--- src/rtl/masked_gadget_pkg.sv ---
// rtl/masked_gadget_pkg.sv - shared share-index helpers and cross-term schedule for masked gadgets
// Purpose: legal parameter ranges, mod-NSHARES index arithmetic and the
//          per-stage product schedule used by the masked AND pipeline.
// Ports:   none (package).
package masked_gadget_pkg;

    localparam int NSHARES_MIN = 2;
    localparam int NSHARES_MAX = 8;
    localparam int WIDTH_MIN   = 1;

    typedef struct packed {
        logic [3:0] a_idx;
        logic [3:0] b_idx;
    } term_t;

    function automatic int share_add(input int n, input int i, input int k);
        return (i + k) % n;
    endfunction

    // Stage t of an n-share gadget adds a[a_idx] & b[b_idx] into column i.
    // t in 1..n-1 are cross terms, t >= n is the diagonal. Odd stages pair
    // a_i with a b share ahead of it, even stages pair b_i with an a share
    // ahead of it, so every off-diagonal product lands in exactly one column.
    function automatic term_t term_idx(input int n, input int t, input int i);
        term_t r;
        if (t >= n) begin
            r.a_idx = 4'(i);
            r.b_idx = 4'(i);
        end else if ((t % 2) == 1) begin
            r.a_idx = 4'(i);
            r.b_idx = 4'(share_add(n, i, (t + 1) / 2));
        end else begin
            r.a_idx = 4'(share_add(n, i, t / 2));
            r.b_idx = 4'(i);
        end
        return r;
    endfunction

endpackage

--- src/rtl/masked_and_stage.sv ---
// rtl/masked_and_stage.sv - one pipeline stage of the masked AND gadget
// Purpose: registers the operand copies and NSHARES columns, adding the
//          product selected by stage index T into each column.
// Ports:   clk, rst_n (async, active-low), adv (stage enable),
//          a_d/b_d/col_d registered inputs from the previous stage,
//          a_q/b_q/col_q registered outputs to the next stage.
module masked_and_stage
    import masked_gadget_pkg::*;
#(
    parameter int NSHARES = 3,
    parameter int WIDTH   = 1,
    parameter int T       = 1
) (
    input  logic                       clk,
    input  logic                       rst_n,
    input  logic                       adv,
    input  logic [NSHARES*WIDTH-1:0]   a_d,
    input  logic [NSHARES*WIDTH-1:0]   b_d,
    input  logic [NSHARES*WIDTH-1:0]   col_d,
    output logic [NSHARES*WIDTH-1:0]   a_q,
    output logic [NSHARES*WIDTH-1:0]   b_q,
    output logic [NSHARES*WIDTH-1:0]   col_q
);

    logic [NSHARES*WIDTH-1:0] col_nxt;

    for (genvar i = 0; i < NSHARES; i++) begin : g_col
        localparam term_t TI = term_idx(NSHARES, T, i);
        localparam int    AI = int'(TI.a_idx);
        localparam int    BI = int'(TI.b_idx);
        assign col_nxt[i*WIDTH +: WIDTH] = col_d[i*WIDTH +: WIDTH]
            ^ (a_d[AI*WIDTH +: WIDTH] & b_d[BI*WIDTH +: WIDTH]);
    end

    always_ff @(posedge clk or negedge rst_n) begin
        if (!rst_n) begin
            a_q   <= '0;
            b_q   <= '0;
            col_q <= '0;
        end else if (adv) begin
            a_q   <= a_d;
            b_q   <= b_d;
            col_q <= col_nxt;
        end
    end

endmodule

--- src/rtl/masked_and_pipe.sv ---
// rtl/masked_and_pipe.sv - pipelined NSHARES-share masked AND over WIDTH lanes
// Purpose: q = a & b in shared form; capture stage folds rand_in into a
//          zero-sum mask, then NSHARES-1 cross stages and one diagonal stage.
// Ports:   clk, rst_n (async, active-low), in_valid/in_ready, a_sh, b_sh,
//          rand_in, out_valid/out_ready, q_sh.
module masked_and_pipe
    import masked_gadget_pkg::*;
#(
    parameter int NSHARES = 3,
    parameter int WIDTH   = 1
) (
    input  logic                           clk,
    input  logic                           rst_n,
    input  logic                           in_valid,
    output logic                           in_ready,
    input  logic [NSHARES*WIDTH-1:0]       a_sh,
    input  logic [NSHARES*WIDTH-1:0]       b_sh,
    input  logic [(NSHARES-1)*WIDTH-1:0]   rand_in,
    output logic                           out_valid,
    input  logic                           out_ready,
    output logic [NSHARES*WIDTH-1:0]       q_sh
);

    localparam int SW = NSHARES * WIDTH;

    logic            adv;
    logic [SW-1:0]   mask;
    logic [WIDTH-1:0] mask_last;
    logic [SW-1:0]   a_c, b_c, col_c;
    logic [NSHARES:0] v;

    logic [SW-1:0]   a_p   [0:NSHARES-1];
    logic [SW-1:0]   b_p   [0:NSHARES-1];
    logic [SW-1:0]   col_p [0:NSHARES];
    logic [SW-1:0]   a_unused, b_unused;

    // Whole-pipe stall: nothing moves while a result waits downstream.
    assign adv      = !out_valid || out_ready;
    assign in_ready = adv;

    // Last mask word is the XOR of all fresh words, so the masks sum to zero.
    always_comb begin
        mask      = '0;
        mask_last = '0;
        for (int j = 0; j < NSHARES - 1; j++) begin
            mask[j*WIDTH +: WIDTH] = rand_in[j*WIDTH +: WIDTH];
            mask_last              = mask_last ^ rand_in[j*WIDTH +: WIDTH];
        end
        mask[(NSHARES-1)*WIDTH +: WIDTH] = mask_last;
    end

    always_ff @(posedge clk or negedge rst_n) begin
        if (!rst_n) begin
            a_c   <= '0;
            b_c   <= '0;
            col_c <= '0;
            v     <= '0;
        end else if (adv) begin
            a_c   <= a_sh;
            b_c   <= b_sh;
            col_c <= mask;
            v     <= {v[NSHARES-1:0], in_valid};
        end
    end

    assign a_p[0]   = a_c;
    assign b_p[0]   = b_c;
    assign col_p[0] = col_c;

    for (genvar t = 1; t <= NSHARES; t++) begin : g_stage
        if (t < NSHARES) begin : g_cross
            masked_and_stage #(.NSHARES(NSHARES), .WIDTH(WIDTH), .T(t)) u_stage (
                .clk   (clk),
                .rst_n (rst_n),
                .adv   (adv),
                .a_d   (a_p[t-1]),
                .b_d   (b_p[t-1]),
                .col_d (col_p[t-1]),
                .a_q   (a_p[t]),
                .b_q   (b_p[t]),
                .col_q (col_p[t])
            );
        end else begin : g_diag
            // Operands are not needed past the diagonal stage.
            masked_and_stage #(.NSHARES(NSHARES), .WIDTH(WIDTH), .T(t)) u_stage (
                .clk   (clk),
                .rst_n (rst_n),
                .adv   (adv),
                .a_d   (a_p[t-1]),
                .b_d   (b_p[t-1]),
                .col_d (col_p[t-1]),
                .a_q   (a_unused),
                .b_q   (b_unused),
                .col_q (col_p[t])
            );
        end
    end

    assign out_valid = v[NSHARES];
    assign q_sh      = col_p[NSHARES];

endmodule

--- config.mk ---
export PLATFORM = sky130hd
export DESIGN_NAME = masked_and_pipe
export DESIGN_NICKNAME = d
export VERILOG_FILES = /design/src/rtl/masked_gadget_pkg.sv /design/src/rtl/masked_and_stage.sv /design/src/rtl/masked_and_pipe.sv
export SDC_FILE = /design/constraint.sdc
export NUM_CORES = 1
export LEC_CHECK = 0
export CAP_MARGIN = 40
export CORE_ASPECT_RATIO = 1.75
export CORE_MARGIN = 3
export CORE_UTILIZATION = 55
export CTS_CLUSTER_SIZE = 14
export DETAILED_ROUTE_END_ITERATION = 8
export HOLD_SLACK_MARGIN = 0.08
export MAX_ROUTING_LAYER = met4
export PLACE_DENSITY = 0.77
export SYNTH_ARGS = -nofsm -noshare
export SYNTH_HDL_FRONTEND = slang
export SYNTH_HIERARCHICAL = 1
export SYNTH_SLANG_ARGS = --single-unit
--- constraint.sdc ---
create_clock -name clk -period 3.4 [get_ports clk]
set_input_delay 0.68 -clock clk [delete_from_list [all_inputs] [get_ports clk]]
set_output_delay 0.68 -clock clk [all_outputs]
set_load 0.03 [all_outputs]
After elaboration in Yosys (flattened, before gate mapping). Index checks and enable logic that the tools add are counted.

Logic and storage cells: 32. Bits in writable memories: 0. Bits in read-only memories: 0. Register bits after elaboration: 34. Latch bits: 0. Output and inout port bits: 5. Input port bits: 12. Memories kept: 0.

Reduce and logical (&&, ||, !) cells: 2. Mux-type cells: 0. Bitwise gates (word level): 19. $lt $le $gt $ge: 0. Shift operators: 0. Add/sub/neg operators: 0. Eq/ne operators: 0. $mul: 0. Div/mod/pow operators: 0.

Operators with widths (count): XOR 1 bit (10); bitwise AND 1 bit (9); logical NOT 1 bit (1); logical OR 1 bit (1).

Depth between registers and ports, before layout.
Depth after elaboration: 2. Depth in mapped cells: 5. Gate-level depth less buffers: 3.

Hierarchy. Netlist, hierarchy kept.

Modules (own cells, without submodules): masked_and_stage (area each 401.6 sq um, cells an instance 28, times used 3, seq. area each 225.2 sq um); masked_and_pipe (area each 531.8 sq um, cells an instance 29, times used 1, seq. area each 325.3 sq um).

Worst setup path after synthesis. OpenSTA, ideal clock, no wires.

Path type: input-to-output. From: input port out_ready. To: output port in_ready. Path slack: 1.674 ns. Buffers on the path: 1. Data arrival time: 1.046 ns. Stages: 2. Required time: 2.720 ns. Cells stage by stage: nand2b_4 > buf_6.

Word-level cells in the longest chain between the ends: 1.

RTL lines: start: declaration (line masked_and_pipe.sv:20) `input logic out_ready,`; logical OR 1 bit (line masked_and_pipe.sv:38) `assign adv = !out_valid || out_ready;`; end: declaration (line masked_and_pipe.sv:15) `output logic in_ready,`.

No other way between the ends.

Worst setup path in the final report. Same ends and word-level chain as after synthesis.

==> flow_metrics.py <==
metrics = {
    "run_status": {
        "status": "completed",
    },
    "timing": {
        "post-route-period-util": 0.764,
        "hold_viol": 0,
        "max_freq_ghz": 0.385,
        "tns_ps": 0,
        "finalCriticalPeriod_ps": 2600,
        "finalSetupViolations": 0,
        "rsz0062_at_grt": "no",
        "slew_violations": 0,
        "skew_ps": 7.36,
        "worstMarginPinSlew_ps": 530,
        "slew_headroom": 0.646,
    },
    "grt": {
        "grt_pass1_wl_um": 3840,
        "grt_overflow": 0,
        "grt_max_degree": 44,
        "grt_antenna_before_repair": 0,
        "grt_pass1_vias": 789,
        "gr-usage-all-layers": 0.165,
    },
    "logic_synthesis": {
        "syn_avg_cell_area_um2": 14.9,
        "postSynthCellCount": 101,
        "ys_warn_count": 6,
        "synth_area_mm2": 0.00150,
        "syn-num-nets": 113,
    },
    "cts": {
        "cts-resized-gates": 0,
        "h-tree-depth": 2,
        "cts_tree": "done",
        "postCtsSetupRepairBufs": 0,
        "clock_sinks": 34,
        "root_buffer": "clkbuf_8",
        "path_clk_slew_ps": 60,
        "clock_latency_ps": 280,
        "cts_hold_buf": 0,
        "clock_path_buffers": 2,
        "numCtsBuffers": 5,
    },
    "power": {
        "p_per_area_mw_per_mm2": 880,
        "ir_drop_mv": 0.577,
        "p_leak_uw": 0.000787,
    },
    "final_layout": {
        "areaGrowthSynthToFinish_pct": 16.9,
        "nets": 134,
        "drive_above_1_share": 0.350,
        "antenna_cells": 0,
        "post-route-util": 0.689,
        "fill_cells": 189,
        "multi_input_area_um2": 608,
        "regArea_um2": 851,
    },
    "routing": {
        "drt_iter0_markers": 19,
        "wl_per_cell_um": 14.9,
        "vias_per_cell": 5.63,
        "wl_um": 2210,
        "vias": 839,
        "drtAntennaViolNets": 0,
        "first_pass_iters": 4,
        "drcViolationCount": 0,
    },
    "worst_setup_path": {
        "worstPathCellList": "clkdlybuf4s50_1, nand2b_4, clkdlybuf4s50_1",
        "critical-path-slowest-cell": "clkdlybuf4s50_1",
        "reg2reg_setup_slack_ps": 1960,
        "worst-path-buf-inv": 2,
        "slowest_delay_ps": 670,
        "crit_fanout": 2,
        "crit_arrival_ps": 1920,
        "critPathTopFamily": "buffers and inverters",
        "cpMostUsedCell": "clkdlybuf4s50_1",
        "critPathLaunchType": "input port",
        "path_class": "input port to output port",
        "crit_path_end_kind": "output port",
        "required_ps": 2720,
    },
    "worst_hold_path": {
        "worstHoldPathType": "register to register",
    },
    "die": {
        "die_y_um": 75.2,
        "core_region_area_mm2": 0.00255,
        "dieArea_mm2": 0.00342,
        "std_cell_rows": 24,
        "die_x_um": 45.5,
        "pin_count": 17,
        "initial_core_util": 0.589,
    },
    "placement": {
        "port_buffers": 16,
        "place.gp.congestion": 0.682,
        "place_hpwl_um": 1480,
    },
    "run": {
        "cap_violations": 0,
    },
}
area by class of cell:
class,count,share of cell area
sequential,34,0.484
multi-input combinational,63,0.346
timing repair buffer,18,0.0996
clock buffer,7,0.0491
tap,26,0.0185
clock inverter,1,0.00285
report_power, final:
part	internal (µW)	switching (µW)	total, µW
clock network	163	133	296
registers	579	136	714
logic	336	201	538
sequential cells by signal, summed over array words and instances, names as in the netlist:
| register | count |
|---|---|
| g_stage.g_cross.u_stage/a_q | 6 |
| g_stage.g_cross.u_stage/b_q | 6 |
| g_stage.g_cross.u_stage/col_q | 6 |
| v | 4 |
| a_c | 3 |
| b_c | 3 |
| g_stage.g_diag.u_stage/col_q | 3 |
| col_c | 3 |
worst register-to-register path, stage by stage (launching register included):
cell	delay [ps]
dfrtp_1	400
nand2b_4	80
buf_4	440
mux2_2	410
path summary, 6_finish.rpt:
check	start	endpoint	cells past startpoint
setup / recovery	out_ready	in_ready	3
hold / removal	v[2]	v[3]	1
setup reg to reg	v[3]	b_c[1]	3
hold reg to reg	v[2]	v[3]	1
max in group asynchronous	rst_n	v[3]	2
min in group asynchronous	rst_n	g_stage[2].g_cross.u_stage/b_q[0]	2
cells in the final DEF, fill, tap and decap left out, drive strengths merged:
master	count
dfrtp	34
nand3b	9
clkinv	1
nor2	9
clkbuf	7
xor2	1
a21bo	9
buf	2
a31oi	9
nand2b	1
clkdlybuf4s50	16
mux2	24
or2b	1
per-layer routing:
metal,track usage,wire length [µm]
met1,0.213,962
met4,0.0977,68
met5,-,0
met3,0.0502,91
met2,0.224,1090
metrics by stage:
stage / total power, µW / cell area [µm²] / instances / hold WS [ps] / worst slack (ps)
5_1_grt: 1650 / 1760 / 149 / 510 / 779
4_1_cts: 1570 / 1760 / 149 / 472 / 795
3_5_place_dp: 1270 / 1670 / 141 / 459 / 806
6_report: 1550 / 1760 / 149 / 466 / 801
3_3_place_gp: 1240 / 1670 / 141 / 452 / 805
2_1_floorplan: 1140 / 1500 / 101 / 384 / 1680
(Power assumes the default switching activity.)
